$ cat config.mk
export PLATFORM = sky130hd
export DESIGN_NAME = ofm_axi_wmst
export DESIGN_NICKNAME = d
export VERILOG_FILES = /design/src/rtl/ofm_axi_pkg.sv /design/src/rtl/wmst_burst_calc.sv /design/src/rtl/ofm_axi_wmst.sv
export SDC_FILE = /design/constraint.sdc
export NUM_CORES = 1
export LEC_CHECK = 0
export CAP_MARGIN = 20
export CORE_AREA = 2 2 510 512
export CTS_CLUSTER_DIAMETER = 150
export CTS_CLUSTER_SIZE = 10
export DETAILED_ROUTE_END_ITERATION = 10
export DIE_AREA = 0 0 512 514
export HOLD_SLACK_MARGIN = 0.03
export PLACE_DENSITY_LB_ADDON = 0.1
export SKIP_CTS_REPAIR_TIMING = 1
export SLEW_MARGIN = 40
export SYNTH_ARGS = -nofsm -noshare
export SYNTH_HDL_FRONTEND = slang
export SYNTH_SLANG_ARGS = --single-unit
$ cat constraint.sdc
create_clock -name clk -period 4.14 [get_ports clk]
set_input_delay 0.621 -clock clk [delete_from_list [all_inputs] [get_ports clk]]
set_output_delay 0.621 -clock clk [all_outputs]
set_load 0.01 [all_outputs]
$ cat src/rtl/ofm_axi_pkg.sv
// rtl/ofm_axi_pkg.sv - shared AXI constants and FSM encoding for the OFM write master
package ofm_axi_pkg;

  localparam logic [1:0] BURST_INCR = 2'b01;
  localparam logic [2:0] SIZE_64B   = 3'b110;
  localparam logic [1:0] RESP_OKAY  = 2'b00;

  localparam int BEAT_BYTES = 64;
  localparam int BEAT_SHIFT = 6;

  typedef enum logic [2:0] {
    ST_IDLE,
    ST_CALC,
    ST_ADDR,
    ST_DATA,
    ST_RESP,
    ST_DONE
  } wmst_state_e;

endpackage

$ cat src/rtl/wmst_burst_calc.sv
// rtl/wmst_burst_calc.sv - burst length = min(remaining beats, MAX_BURST, beats to next 4 KB boundary)
module wmst_burst_calc #(
  parameter int MAX_BURST = 16
) (
  input  logic [57:0] remaining,
  input  logic [6:0]  to_4k,
  output logic [8:0]  len
);

  always_comb begin
    len = 9'(MAX_BURST);
    if ({2'b00, to_4k} < len) len = {2'b00, to_4k};
    if (remaining < 58'(len)) len = remaining[8:0];
  end

endmodule

$ cat src/rtl/ofm_axi_wmst.sv
// rtl/ofm_axi_wmst.sv - AXI4 write master splitting an OFM stream into 4 KB-safe INCR bursts
module ofm_axi_wmst
  import ofm_axi_pkg::*;
#(
  parameter int DATA_W    = 512,
  parameter int ADDR_W    = 64,
  parameter int MAX_BURST = 16
) (
  input  logic                clk,
  input  logic                rst_n,
  input  logic                req,
  input  logic [ADDR_W-1:0]   req_addr,
  input  logic [63:0]         req_size,
  output logic                done,
  output logic                busy,
  output logic                err,
  input  logic [DATA_W-1:0]   s_tdata,
  input  logic                s_tvalid,
  output logic                s_tready,
  output logic [ADDR_W-1:0]   m_awaddr,
  output logic [7:0]          m_awlen,
  output logic [2:0]          m_awsize,
  output logic [1:0]          m_awburst,
  output logic                m_awvalid,
  input  logic                m_awready,
  output logic [DATA_W-1:0]   m_wdata,
  output logic [DATA_W/8-1:0] m_wstrb,
  output logic                m_wlast,
  output logic                m_wvalid,
  input  logic                m_wready,
  input  logic [1:0]          m_bresp,
  input  logic                m_bvalid,
  output logic                m_bready
);

  wmst_state_e        state_q, state_d;
  logic [ADDR_W-1:0]  cur_addr_q, cur_addr_d;
  logic [57:0]        remaining_q, remaining_d;
  logic [ADDR_W-1:0]  awaddr_q, awaddr_d;
  logic [7:0]         awlen_q, awlen_d;
  logic [7:0]         beat_q, beat_d;
  logic               err_q, err_d;
  logic [6:0]         to_4k;
  logic [8:0]         len;
  logic [8:0]         burst_len;
  logic               unused_size_lsb;

  assign unused_size_lsb = ^req_size[5:0];

  // Addresses are beat aligned, so the distance to the boundary is a whole number of beats.
  assign to_4k     = 7'((13'h1000 - {1'b0, cur_addr_q[11:0]}) >> BEAT_SHIFT);
  assign burst_len = {1'b0, awlen_q} + 9'd1;

  wmst_burst_calc #(.MAX_BURST(MAX_BURST)) u_calc (
    .remaining (remaining_q),
    .to_4k     (to_4k),
    .len       (len)
  );

  assign m_awaddr  = awaddr_q;
  assign m_awlen   = awlen_q;
  assign m_awsize  = SIZE_64B;
  assign m_awburst = BURST_INCR;
  assign m_wdata   = s_tdata;
  assign m_wstrb   = '1;
  assign err       = err_q;
  assign busy      = (state_q != ST_IDLE);

  always_comb begin
    state_d     = state_q;
    cur_addr_d  = cur_addr_q;
    remaining_d = remaining_q;
    awaddr_d    = awaddr_q;
    awlen_d     = awlen_q;
    beat_d      = beat_q;
    err_d       = err_q;
    done        = 1'b0;
    s_tready    = 1'b0;
    m_awvalid   = 1'b0;
    m_wvalid    = 1'b0;
    m_wlast     = 1'b0;
    m_bready    = 1'b0;
    unique case (state_q)
      ST_IDLE: begin
        if (req) begin
          cur_addr_d  = req_addr;
          remaining_d = req_size[63:6];
          err_d       = 1'b0;
          state_d     = ST_CALC;
        end
      end
      ST_CALC: begin
        // Zero-size requests are recognised here, once the latched size is available.
        if (remaining_q == '0) begin
          state_d = ST_DONE;
        end else begin
          awaddr_d = cur_addr_q;
          awlen_d  = 8'(len - 9'd1);
          state_d  = ST_ADDR;
        end
      end
      ST_ADDR: begin
        m_awvalid = 1'b1;
        if (m_awready) begin
          beat_d  = '0;
          state_d = ST_DATA;
        end
      end
      ST_DATA: begin
        m_wvalid = s_tvalid;
        s_tready = m_wready;
        m_wlast  = (beat_q == awlen_q);
        if (s_tvalid && m_wready) begin
          beat_d = beat_q + 8'd1;
          if (m_wlast) state_d = ST_RESP;
        end
      end
      ST_RESP: begin
        m_bready = 1'b1;
        if (m_bvalid) begin
          err_d       = err_q | (m_bresp != RESP_OKAY);
          cur_addr_d  = cur_addr_q + (ADDR_W'(burst_len) << BEAT_SHIFT);
          remaining_d = remaining_q - 58'(burst_len);
          state_d     = (remaining_d == '0) ? ST_DONE : ST_CALC;
        end
      end
      ST_DONE: begin
        done    = 1'b1;
        state_d = ST_IDLE;
      end
      default: state_d = ST_IDLE;
    endcase
  end

  always_ff @(posedge clk or negedge rst_n) begin
    if (!rst_n) begin
      state_q     <= ST_IDLE;
      cur_addr_q  <= '0;
      remaining_q <= '0;
      awaddr_q    <= '0;
      awlen_q     <= '0;
      beat_q      <= '0;
      err_q       <= 1'b0;
    end else begin
      state_q     <= state_d;
      cur_addr_q  <= cur_addr_d;
      remaining_q <= remaining_d;
      awaddr_q    <= awaddr_d;
      awlen_q     <= awlen_d;
      beat_q      <= beat_d;
      err_q       <= err_d;
    end
  end

endmodule

# Word level (Yosys, flattened, before mapping)
# Cells that the tools add are included.
[classes] order_cmp=2 mux=28 n_eq_ne=11 n_bitwise=2 reduce_logical=12 n_addsub=6
[ops] operator="$mux W64" n=2
[ops] operator="$pmux W64 S2" n=1
[ops] operator="$logic_not A58 Y1" n=2
[ops] operator="$mux W58" n=2
[ops] operator="$pmux W58 S2" n=1
[ops] operator="$add A64 B15 Y64" n=1
[ops] operator="$lt A58 B7 Y1" n=1
[ops] operator="$sub A58 B9 Y58" n=1
[ops] operator="$mux W8" n=3
[ops] operator="$mux W3" n=7
[ops] operator="$pmux W8 S2" n=1
[ops] operator="$pmux W3 S5" n=1
[ops] operator="$sub A13 B12 Y13 const A" n=1
[ops] operator="$ne A2 B2 Y1 const B" n=5
[ops] operator="$add A8 B1 Y9 const B" n=1
[ops] operator="$add A8 B1 Y8 const B" n=1
[ops] operator="$eq A8 B8 Y1" n=1
[ops] operator="$mux W1" n=8
[ops] operator="$sub A8 B1 Y8 const B" n=1
[ops] operator="$lt A7 B5 Y1 const B" n=1
[ops] operator="$mux W7" n=1
[ops] operator="$eq A3 B2 Y1 const B" n=2
[ops] operator="$eq A3 B3 Y1 const B" n=2
[ops] operator="$reduce_and A3 Y1" n=2
[ops] operator="10 further kinds" n=12
[totals] reg_bits=206 inputBits=649

# Logic depth before layout (Yosys ltp)
[depth] depth_word=6 ltp_mapped=17

# Modules after synthesis
# Synthesis repeated with hierarchy kept, for this count alone.
[hier_totals] hier_cells=2055 area_unflattened_um2=17332.9
[by_module_without_submodules] module="ofm_axi_wmst" n_inst=1 cells_per_inst=1995 seq_area_each_um2=5154.9 area_each_um2=16945.0
[by_module_without_submodules] module="wmst_burst_calc" n_inst=1 cells_per_inst=60 seq_area_each_um2=0.0 area_each_um2=387.9

# Worst setup path before layout
# OpenSTA, ideal clock, no wires.
[synth_timing] path_kind="reg2reg" startpoint="register awlen_q[1], in the netlist m_awlen[1]" endpoint="register state_q[2]" required_ps=4048 setup_time_ps=92 stages_incl_launch_ff=16 arrival_time_ps=3647 slack_ps=401 path_cell_list="dfrtp_1 > ha_1 > nand3_1 > nor2_1 > xnor2_1 > inv_1 > ha_1 > a211o_1 > a21o_1 > or2_1 > clkbuf_1 > nor4_1 > xor2_1 > nor4_1 > nand4_1 > o31ai_2"
[synth_between] elab_chain_cells=6 elab_cells_between_ends=9 cone_classes="2 x add/sub; 2 x eq/ne; 3 x mux; 2 x reduce/logical"
[synth_lines] item="start, declared" line="ofm_axi_wmst.sv:40" rtl="logic [7:0] awlen_q, awlen_d;"
[synth_lines] item="start signal, assigned" line="ofm_axi_wmst.sv:149" rtl="awlen_q <= awlen_d;"
[synth_lines] item="$add A8 B1 Y9" line="ofm_axi_wmst.sv:52" rtl="assign burst_len = {1'b0, awlen_q} + 9'd1;"
[synth_lines] item="$sub A58 B9 Y58" line="ofm_axi_wmst.sv:123" rtl="remaining_d = remaining_q - 58'(burst_len);"
[synth_lines] item="$logic_not A58 Y1" line="ofm_axi_wmst.sv:124" rtl="state_d = (remaining_d == '0) ? ST_DONE : ST_CALC;"
[synth_lines] item="$mux W3" line="ofm_axi_wmst.sv:124"
[synth_lines] item="$mux W3" line="ofm_axi_wmst.sv:120" rtl="if (m_bvalid) begin"
[synth_lines] item="$pmux W3 S5" line="ofm_axi_wmst.sv:83" rtl="unique case (state_q)"
[synth_lines] item="end signal, assigned" line="ofm_axi_wmst.sv:145" rtl="state_q <= state_d;"
[synth_lines] item="end, declared" line="ofm_axi_wmst.sv:36" rtl="wmst_state_e state_q, state_d;"
# Several ways; a longest one is shown, not always the timed one. The select of a mux whose other input is x is not followed.
# A chain may end at the register's enable or synchronous reset.

# Worst setup path in the final report
[layout_timing] startpoint="register cur_addr_q[0]" endpoint="register awlen_q[2], in the netlist m_awlen[2]"
[layout_between] elab_chain_cells=6
[layout_lines] item="start, declared" line="ofm_axi_wmst.sv:37" rtl="logic [ADDR_W-1:0] cur_addr_q, cur_addr_d;"
[layout_lines] item="start signal, assigned" line="ofm_axi_wmst.sv:146" rtl="cur_addr_q <= cur_addr_d;"
[layout_lines] item="$sub A13 B12 Y13 (*)" line="ofm_axi_wmst.sv:51" rtl="assign to_4k = 7'((13'h1000 - {1'b0, cur_addr_q[11:0]}) >> BEAT_SHIFT);"
[layout_lines] item="$lt A7 B5 Y1" line="wmst_burst_calc.sv:12" rtl="if ({2'b00, to_4k} < len) len = {2'b00, to_4k};"
[layout_lines] item="$mux W7 (*)" line="wmst_burst_calc.sv:12"
[layout_lines] item="$lt A58 B7 Y1" line="wmst_burst_calc.sv:13" rtl="if (remaining < 58'(len)) len = remaining[8:0];"
[layout_lines] item="$mux W8 (*)" line="wmst_burst_calc.sv:13"
[layout_lines] item="$sub A8 B1 Y8 (*)" line="ofm_axi_wmst.sv:98" rtl="awlen_d = 8'(len - 9'd1);"
# Every way passes the cells marked *; elsewhere a longest branch is shown, timed or not.

==> metrics.yaml <==
multi_input_area_um2: 7640
wl_um: 115000
fp-row-count: 187
cts_buffers: 27
ioPinCount: 1310
wl_per_cell_um: 21.6
vias_per_cell: 2.62
fin_hold_ws_ns: 0.488
fp.coreArea_um2: 258000
yosysSeqAreaShare: 0.301
most-common-layout-cells: "clkdlybuf4s50_1 (209), dfrtp_1 (205), buf_4 (198)"
clock.fmax_ghz: 0.254
slew_headroom: 0.425
die_area_um2: 263000
synth_top_family_by_area: "buffers and inverters"
finalSetupViolCount: 0
cts_sinks: 206
clock_latency_ns: 0.64
ys_ff_latch: 206
path_cells: "nor4_2 > buf_4 > nand2_4 > or3_4 > or3_4 > nand3_1 > ha_1 > a21o_1 > a21o_1 > a21oi_2 > nand4_1 > a21o_1 > mux2_2 > ha_2 > xor2_1 > mux2_2"
fin_nets: 2564
drive_above_1_share: 0.187
tritoncts: "done"
hp-class: "flop to flop"
drt_iter0_markers: 701
nFillCells: 30100
crit_path_max_fanout: 4
post-route-min-period_ns: 3.94
ys_types: 88
stdcell_count: 5298
vias: 13900
p_per_area_nw_per_um2: 219
drc: 0
reg2reg_slack_ns: 0.20
place_congestion: 0.694
synthMuxAreaShare: 0.0515
fp.dieH_um: 514
worst_pin_slew_ns: 0.853
die_w_um: 512
endpoint_kind: "flop"
status: "finished clean"
ant_nets: 0
area_growth_pct: 27.3
critPathKind: "flop to flop"
clockBufferDepth: 3
p_leak_uw: 0.00829
crit_top_cell: "a21o_1"
gr-usage-all-layers: 0.0842
cp.arrival_ns: 4.44
grt_pass1_vias: 14900
dr.pass1.iters: 5
post-place-ws_ns: -0.324
synth_ff_type: "dfrtp_1"
io_buffers: 210
yosys_warnings: 0
fin_crit_sh: 0.951
syn_avg_cell_area_um2: 8.42
clk_pin_slew_worst_paths_ns: 0.07
synthAdderAreaFrac: 0.0213
dpl.cell_count: 5253
crit_path_start_kind: "flop"
synth-simple-area-share: 0.169
start_util: 0.0664
ir_worst_vdd_mv: 0.285
slowest_delay_ns: 0.39
gr-total-overflow: 0
cts_root_buf: "clkbuf_16"
timing.final.hold_violations: 0
grt_start_max_net_pins: 94
required_ns: 4.65
antenna_found_initial: 23
synthesis.area_um2: 17100
synth-edff-count: 0
setup_ws_ns: 0.202
drv_slew: 0
async_flop_share: 1.00
slowest_stage: "dfrtp_1"
hpwl_um: 93700
skew_ns: 0.0314
final_common_cell: "clkdlybuf4s50_1"
maxCapViolations: 0
synth_xor_area_frac: 0.0266
h-tree-depth: 1
register_area_um2: 5160
finalSetupTns_ns: 0
synthCells: 2037
grt_pass1_wl_um: 150000
synth_compound_area_frac: 0.146
## metrics by stage
stage          utilization  cell area [um^2]  total power (uW)
3_5_place_dp        0.0806             20800              2480
4_1_cts             0.0835             21500              5010
2_1_floorplan            -             17400              2740
6_report            0.0846             21800              4780
3_3_place_gp        0.0804             20700              2490
5_1_grt             0.0846             21800              5060
## critical path, delay by kind of cell (launching register included)
kind | cells | cell delay [ns]
buffers and inverters | 1 | 0.17
adders and majority gates | 2 | 0.47
AOI/OAI and AO/OA | 4 | 0.70
muxes | 2 | 0.59
and+or+nand+nor | 6 | 1.32
xor gates and xnor gates | 1 | 0.16
DFF | 1 | 0.39
## registers in the layout (all words and copies together) (netlist names)
register / flops
remaining_q: 58
m_awlen: 8
m_awaddr: 64
beat_q: 8
state_q: 3
err: 1
cur_addr_q: 64
## area by class of cell
| type | instances | share of cell area |
|---|---|---|
| tap | 3402 | 0.195 |
| multi-input combinational | 1188 | 0.350 |
| sequential | 206 | 0.236 |
| clock inverter | 8 | 0.00315 |
| timing repair buffer | 422 | 0.177 |
| inverter | 42 | 0.00728 |
| antenna | 2 | 0.000229 |
| clock buffer | 28 | 0.0311 |
## path summary, 6_finish.rpt
check | from | end | cells after the start
worst max-delay path | cur_addr_q[0] | m_awlen[2] | 16
worst min-delay path | m_awaddr[40] | m_awaddr[40] | 1
worst max register to register | cur_addr_q[0] | m_awlen[2] | 16
worst min register to register | m_awaddr[40] | m_awaddr[40] | 1
max in group asynchronous | rst_n | remaining_q[13] | 4
min in group asynchronous | rst_n | m_awaddr[37] | 2
## cell usage after synthesis, types with 9 or more instances
master,n,area share
mux2_1,35,0.023
a311oi_1,17,0.0087
a21oi_1,110,0.032
nor4_1,31,0.011
clkbuf_1,62,0.014
inv_1,41,0.0090
a31oi_1,20,0.0073
o21ai_0,57,0.017
mux2_4,20,0.018
nand3_1,61,0.018
xnor2_1,23,0.012
ha_1,26,0.019
a211oi_1,34,0.015
a21o_1,11,0.0048
and3_1,23,0.0084
xor2_1,29,0.015
or3_1,21,0.0077
nand2b_1,9,0.0033
o22ai_1,45,0.016
dfrtp_1,206,0.30
and2_1,15,0.0055
nor2_1,174,0.038
nor3_1,50,0.015
a2bb2oi_1,9,0.0046
buf_4,581,0.25
nand2_1,119,0.026
nand4_1,37,0.013
buf_1,14,0.0031
mux2_2,15,0.0099
## report_power, final
| part | internal, uW | switching, uW | leakage [uW] | total [uW] |
|---|---|---|---|---|
| Combinational | 162 | 201 | 0.00515 | 363 |
| Sequential | 2030 | 30.4 | 0.00277 | 2060 |
| Clock | 1180 | 1180 | 0.000368 | 2360 |
## logic make-up after synthesis
| group | Yosys count |
|---|---|
| xor+xnor | 52 |
| buf+inv | 711 |
| flops | 206 |
| compound gates | 382 |
| other cells | 2 |
| fa+ha+maj | 28 |
| mux | 72 |
| simple gates | 584 |
## metal layers
| metal | GRT usage | wire length (um) |
|---|---|---|
| met1 | 0.0933 | 44400 |
| met2 | 0.141 | 54100 |
| met3 | 0.0312 | 10300 |
| met4 | 0.0406 | 5700 |
| met5 | 0.00219 | 95 |
Note: power is estimated with default switching activity, not from simulation.
